**src/rtl/mac_vector_feeder.sv**
```systemverilog
// Collects element pairs into packed operand vectors, requests a MAC operation,
// guards it with a watchdog and holds the result until it is consumed downstream.
module mac_vector_feeder #(
    parameter int DATA_WIDTH     = 4,
    parameter int ACC_WIDTH      = 20,
    parameter int VECTOR_SIZE    = 2,
    parameter int TIMEOUT_CYCLES = 64
) (
    input  logic                                   clk,
    input  logic                                   reset,
    input  logic                                   in_valid,
    output logic                                   in_ready,
    input  logic [DATA_WIDTH-1:0]                  in_a,
    input  logic [DATA_WIDTH-1:0]                  in_b,
    output logic [VECTOR_SIZE-1:0][DATA_WIDTH-1:0] mac_a_out,
    output logic [VECTOR_SIZE-1:0][DATA_WIDTH-1:0] mac_b_out,
    output logic                                   mac_start,
    input  logic [ACC_WIDTH-1:0]                   mac_result,
    input  logic                                   mac_done,
    output logic                                   res_valid,
    input  logic                                   res_ready,
    output logic [ACC_WIDTH-1:0]                   res_data,
    output logic                                   timeout_err
);

    localparam int LANE_W = (VECTOR_SIZE > 1) ? $clog2(VECTOR_SIZE) : 1;
    localparam int WDOG_W = $clog2(TIMEOUT_CYCLES + 1);

    localparam logic [1:0] FILL = 2'b00;
    localparam logic [1:0] BUSY = 2'b01;
    localparam logic [1:0] HOLD = 2'b10;

    localparam logic [LANE_W-1:0] LAST_LANE = LANE_W'(VECTOR_SIZE - 1);
    localparam logic [WDOG_W-1:0] WDOG_LAST = WDOG_W'(TIMEOUT_CYCLES - 1);

    logic [1:0]                            r_state;
    logic [LANE_W-1:0]                     r_lane;
    logic [WDOG_W-1:0]                     r_wdog;
    logic [VECTOR_SIZE-1:0][DATA_WIDTH-1:0] r_mac_a;
    logic [VECTOR_SIZE-1:0][DATA_WIDTH-1:0] r_mac_b;
    logic                                  r_in_ready;
    logic                                  r_mac_start;
    logic                                  r_res_valid;
    logic [ACC_WIDTH-1:0]                  r_res_data;
    logic                                  r_timeout_err;

    logic w_accept;
    logic w_last_lane;
    logic w_expire;

    // Acceptance is qualified by the state itself so in_valid outside FILL is inert.
    assign w_accept    = in_valid && (r_state == FILL);
    assign w_last_lane = (r_lane == LAST_LANE);
    assign w_expire    = (r_wdog == WDOG_LAST);

    // Control FSM, lane/watchdog counters and all registered outputs.
    always_ff @(posedge clk or posedge reset) begin
        if (reset) begin
            r_state       <= FILL;
            r_lane        <= '0;
            r_wdog        <= '0;
            r_mac_a       <= '0;
            r_mac_b       <= '0;
            r_in_ready    <= 1'b1;
            r_mac_start   <= 1'b0;
            r_res_valid   <= 1'b0;
            r_res_data    <= '0;
            r_timeout_err <= 1'b0;
        end else begin
            case (r_state)
                FILL: begin
                    if (w_accept) begin
                        r_mac_a[r_lane] <= in_a;
                        r_mac_b[r_lane] <= in_b;
                        if (w_last_lane) begin
                            r_lane      <= '0;
                            r_wdog      <= '0;
                            r_state     <= BUSY;
                            r_in_ready  <= 1'b0;
                            r_mac_start <= 1'b1;
                        end else begin
                            r_lane <= r_lane + LANE_W'(1);
                        end
                    end
                end
                BUSY: begin
                    // A done on the expiry edge wins over the watchdog.
                    if (mac_done) begin
                        r_res_data  <= mac_result;
                        r_res_valid <= 1'b1;
                        r_mac_start <= 1'b0;
                        r_state     <= HOLD;
                    end else if (w_expire) begin
                        r_timeout_err <= 1'b1;
                        r_mac_start   <= 1'b0;
                        r_in_ready    <= 1'b1;
                        r_state       <= FILL;
                    end else begin
                        r_wdog <= r_wdog + WDOG_W'(1);
                    end
                end
                HOLD: begin
                    if (res_ready) begin
                        r_res_valid <= 1'b0;
                        r_in_ready  <= 1'b1;
                        r_state     <= FILL;
                    end
                end
                default: begin
                    r_state     <= FILL;
                    r_lane      <= '0;
                    r_wdog      <= '0;
                    r_in_ready  <= 1'b1;
                    r_mac_start <= 1'b0;
                    r_res_valid <= 1'b0;
                end
            endcase
        end
    end

    assign in_ready    = r_in_ready;
    assign mac_a_out   = r_mac_a;
    assign mac_b_out   = r_mac_b;
    assign mac_start   = r_mac_start;
    assign res_valid   = r_res_valid;
    assign res_data    = r_res_data;
    assign timeout_err = r_timeout_err;

endmodule

```
**config.mk**
```make
export PLATFORM = sky130hd
export DESIGN_NAME = mac_vector_feeder
export DESIGN_NICKNAME = d
export VERILOG_FILES = /design/src/rtl/mac_vector_feeder.sv
export SDC_FILE = /design/constraint.sdc
export NUM_CORES = 1
export LEC_CHECK = 0
export BUFFER_PORTS_ARGS = -buffer_cell sky130_fd_sc_hd__buf_2
export CORE_MARGIN = 2
export CORE_UTILIZATION = 40
export CTS_CLUSTER_SIZE = 28
export DETAILED_ROUTE_END_ITERATION = 10
export PLACE_DENSITY_LB_ADDON = 0.12
export SYNTH_ARGS = -nofsm -noshare
export SYNTH_HDL_FRONTEND = slang
export SYNTH_SLANG_ARGS = --single-unit
```
**constraint.sdc**
```tcl
create_clock -name clk -period 2.3 [get_ports clk]
set_input_delay 0.115 -clock clk [delete_from_list [all_inputs] [get_ports clk]]
set_output_delay 0.115 -clock clk [all_outputs]
set_load 0.01 [all_outputs]
```
==> impl_results.md <==
- H-Tree Depth: 2
- Clock Pin Slew Worst Setup and Hold Paths: 0.09 ns
- Clock power share: 0.144
- Final Wtd Congestion: about 0.77
- TritonCTS clock tree: yes
- Synth Register Bits: 50
- Vias per inst: 4.92
- # DRC: 0
- Hold path endpoint: res_data[16]
- Setup WS pre-CTS: around 0.47 ns
- R2R Path End: r_wdog[0]
- Final wirelength: ~4200 um
- Worst-Skew Late Latency: around 0.30 ns
- Total overflow reported by the global router: 0
- Final Critical Period: around 1.8 ns
- Final nets: approximately 260
- Sequential area share after synthesis: 0.590
- Switching Power: around 1.2 mW
- Synth Instances: approximately 150
- R2R cell count: 6
- Ant diodes: 0
- Fmax: between 500 and 600 MHz
- PortBufs: 72
- Worst slew pin tran: 0.490 ns
- Total CTS buffers: 5
- LEAKAGE: 1.29 nW
- Layout cells sized above 1: 0.557
- Clock Skew: roughly 0.0034 ns
- Cell Pwr Density: about 1300 nW/um^2
- Die height: a little under 80 um
- Mapped Avg Cell Area: roughly 14 um^2
- Worst Path Arrival: 2.03 ns
- First-pass GRT wire length: approximately 7600 um
- # Max-Cap Violations: 0
- Post-route ant nets: 0
- Final Hold Vio Count: 0
- Crit-path max FO: 7
- Maximum vdd ir drop: about 0.00061 V
- YS warnings: 0
- Outcome: finished, final reports clean
- DP HPWL: 3290 um
- Hold Path Origin: mac_result[16]
- Switching share of power: 0.350
- Total clock sinks: 50
- Core area: approximately 5100 um^2
- Comb pwr share: 0.431
- Slew HR: 0.674
- Net Count, Synth: 186
- Final Power: 3.46 mW
- Final period utilization: 0.800
- Largest net degree at the start of global routing: 40
- Post-layout worst setup margin: 0.459 ns
- Worst setup path class: flip-flop to flip-flop
- Fillers: 477
- Min-delay worst type: input pin to flip-flop
- Hold Path Depth: 2
- Post-synth cell types: 34
- RR Startpoint: r_state[0]
- Final setup viols: 0
- Vias: between 1k and 1.5k
- Critical Path RT: between 2 and 2.5 ns
- Iteration-0 DRC Markers: between 40 and 50
- RSZ-0062 raised after global routing: false
- Die area: 5900 um^2
- Most frequent cells in the layout: 72 x buf_2, 49 x dfrtp_1, 39 x mux2_2
- Most common cell after layout, fill and taps aside: buf_2
- Starting Density: 0.415
- Routed len/inst: roughly 14 um
- Postcts setup bufs: 0
- Mapped cell area: about 2100 um^2
- Startpoint Class: flip-flop
- R2R setup slack: between 0.4 and 0.5 ns
- Horiz. Die Dim: 76.8 um
- Maximum buffer depth of the clock tree: 2
- Synth-to-layout area growth: 25.1%
- Setup TNS: 0 ns
- Std cell rows: 26
- Seq pwr share: 0.425
- Io pins: between 70 and 80
- Initial antenna violation count: 0
- Drt pass-1 iters: 4
- GR Util All Layers: 0.159
- Vias in the first global route: between 1.5k and 2k
- Cell Int Power: ~2.3 mW
- Root Buffer: clkbuf_8
- Crit path capture type: flip-flop
- Slew Limit Fails: 0
## cells by family after synthesis
kind of cell    after synthesis  synth area share
buf+inv                       7            0.0177
simple gates                 24            0.0625
compound gates               24            0.0949
xor+xnor                      1           0.00413
fa+ha+maj                     4            0.0236
flops                        50             0.590
mux                          39             0.207
## final cells by class
class | instances | area, um^2 | area share
flip-flops and latches | 50 | 1250 | 0.472
multi-input cells | 92 | 832 | 0.313
repair buffers | 75 | 385 | 0.145
well taps | 70 | 87.6 | 0.0330
clock buffers | 6 | 72.6 | 0.0273
clock inverters | 2 | 13.8 | 0.00518
inverters | 3 | 11.3 | 0.00424
## layer usage
layer,track usage,vias to the layer above,share of wire
li1,-,699,-
met1,0.191,725,0.42
met2,0.274,36,0.51
met3,0.0447,6,0.054
met4,0.0582,0,0.014
met5,0,-,0
## power groups by stage
| stage | Combinational, mW | Clock (mW) | Sequential [mW] |
|---|---|---|---|
| 2_1_floorplan | 0.808 | 0 | 1.65 |
| 3_3_place_gp | 1.47 | 0 | 1.47 |
| 3_5_place_dp | 1.52 | 0 | 1.49 |
| 4_1_cts | 1.52 | 0.517 | 1.48 |
| 5_1_grt | 1.65 | 0.562 | 1.53 |
| 6_report | 1.49 | 0.497 | 1.47 |
## registers in the layout (all words and copies together), names as in the netlist
register	flops
r_state	2
mac_a_out	8
mac_start	1
in_ready	1
timeout_err	1
mac_b_out	8
r_lane	1
res_data	20
r_wdog	7
res_valid	1
## worst max-delay path, stage by stage (launching register included)
cell	delay [ns]
dfrtp_1	0.37
inv_1	0.07
ha_1	0.28
a21boi_4	0.19
or3_1	0.33
o32a_1	0.22
mux2_2	0.27
## cell usage after synthesis
cell type  instances  area (um^2)
and2b_1            1         7.51
ha_1               4         50.1
a21o_1             2         15.0
o21ai_0            1         5.00
buf_6              1         11.3
a21boi_4           1         18.8
mux2_2            39          439
inv_1              3         11.3
nand3_4            1         17.5
nand2b_1           2         12.5
o31a_1             1         8.76
a31o_2             1         8.76
a2111oi_0          1         8.76
nor3_1             3         15.0
or2_2              1         6.26
or3_1              1         6.26
dfrtp_1           49         1230
nand3_1            2         10.0
dfstp_2            1         26.3
o41ai_1            1         8.76
o32a_1             1         10.0
nor2_1             5         18.8
nor2b_1            1         6.26
o32ai_1            1         8.76
o31ai_4            1         21.3
nand2_1            5         18.8
xnor2_1            1         8.76
a21boi_0           1         7.51
a21oi_1            4         20.0
nand3b_1           1         7.51
a31oi_1            4         25.0
a22o_1             4         35.0
and3_1             1         6.26
buf_2              3         15.0
## worst max-delay path by stage
stage | start | end | slack (ns) | cells past startpoint
6_report | r_state[0] | r_wdog[0] | 0.46 | 6
5_1_grt | r_state[0] | r_wdog[6] | 0.29 | 6
4_1_cts | r_state[0] | r_wdog[0] | 0.46 | 6
3_5_place_dp | r_state[0] | r_wdog[0] | 0.47 | 6
3_3_place_gp | r_state[0] | r_wdog[0] | 0.53 | 6
2_1_floorplan | r_state[0] | r_wdog[0] | 0.54 | 7
## what timing repair did
action / 4_1_cts / 5_1_grt
hold endpoints to repair: 11 / 0
hold buffers: 1 / 0
resized for setup: 0 / 0
## through the flow
stage	cells	cell area, um^2	hold slack [ns]	util
finish	298	2660	0.0391	0.520
detailed placement	289	2560	0.0586	0.501
global placement	289	2560	0.0445	0.501
CTS	298	2660	0.0317	0.520
floorplan	149	2120	0.266	-
global route	298	2660	0.0219	0.520
No activity file was read; power rests on OpenSTA's default activity.
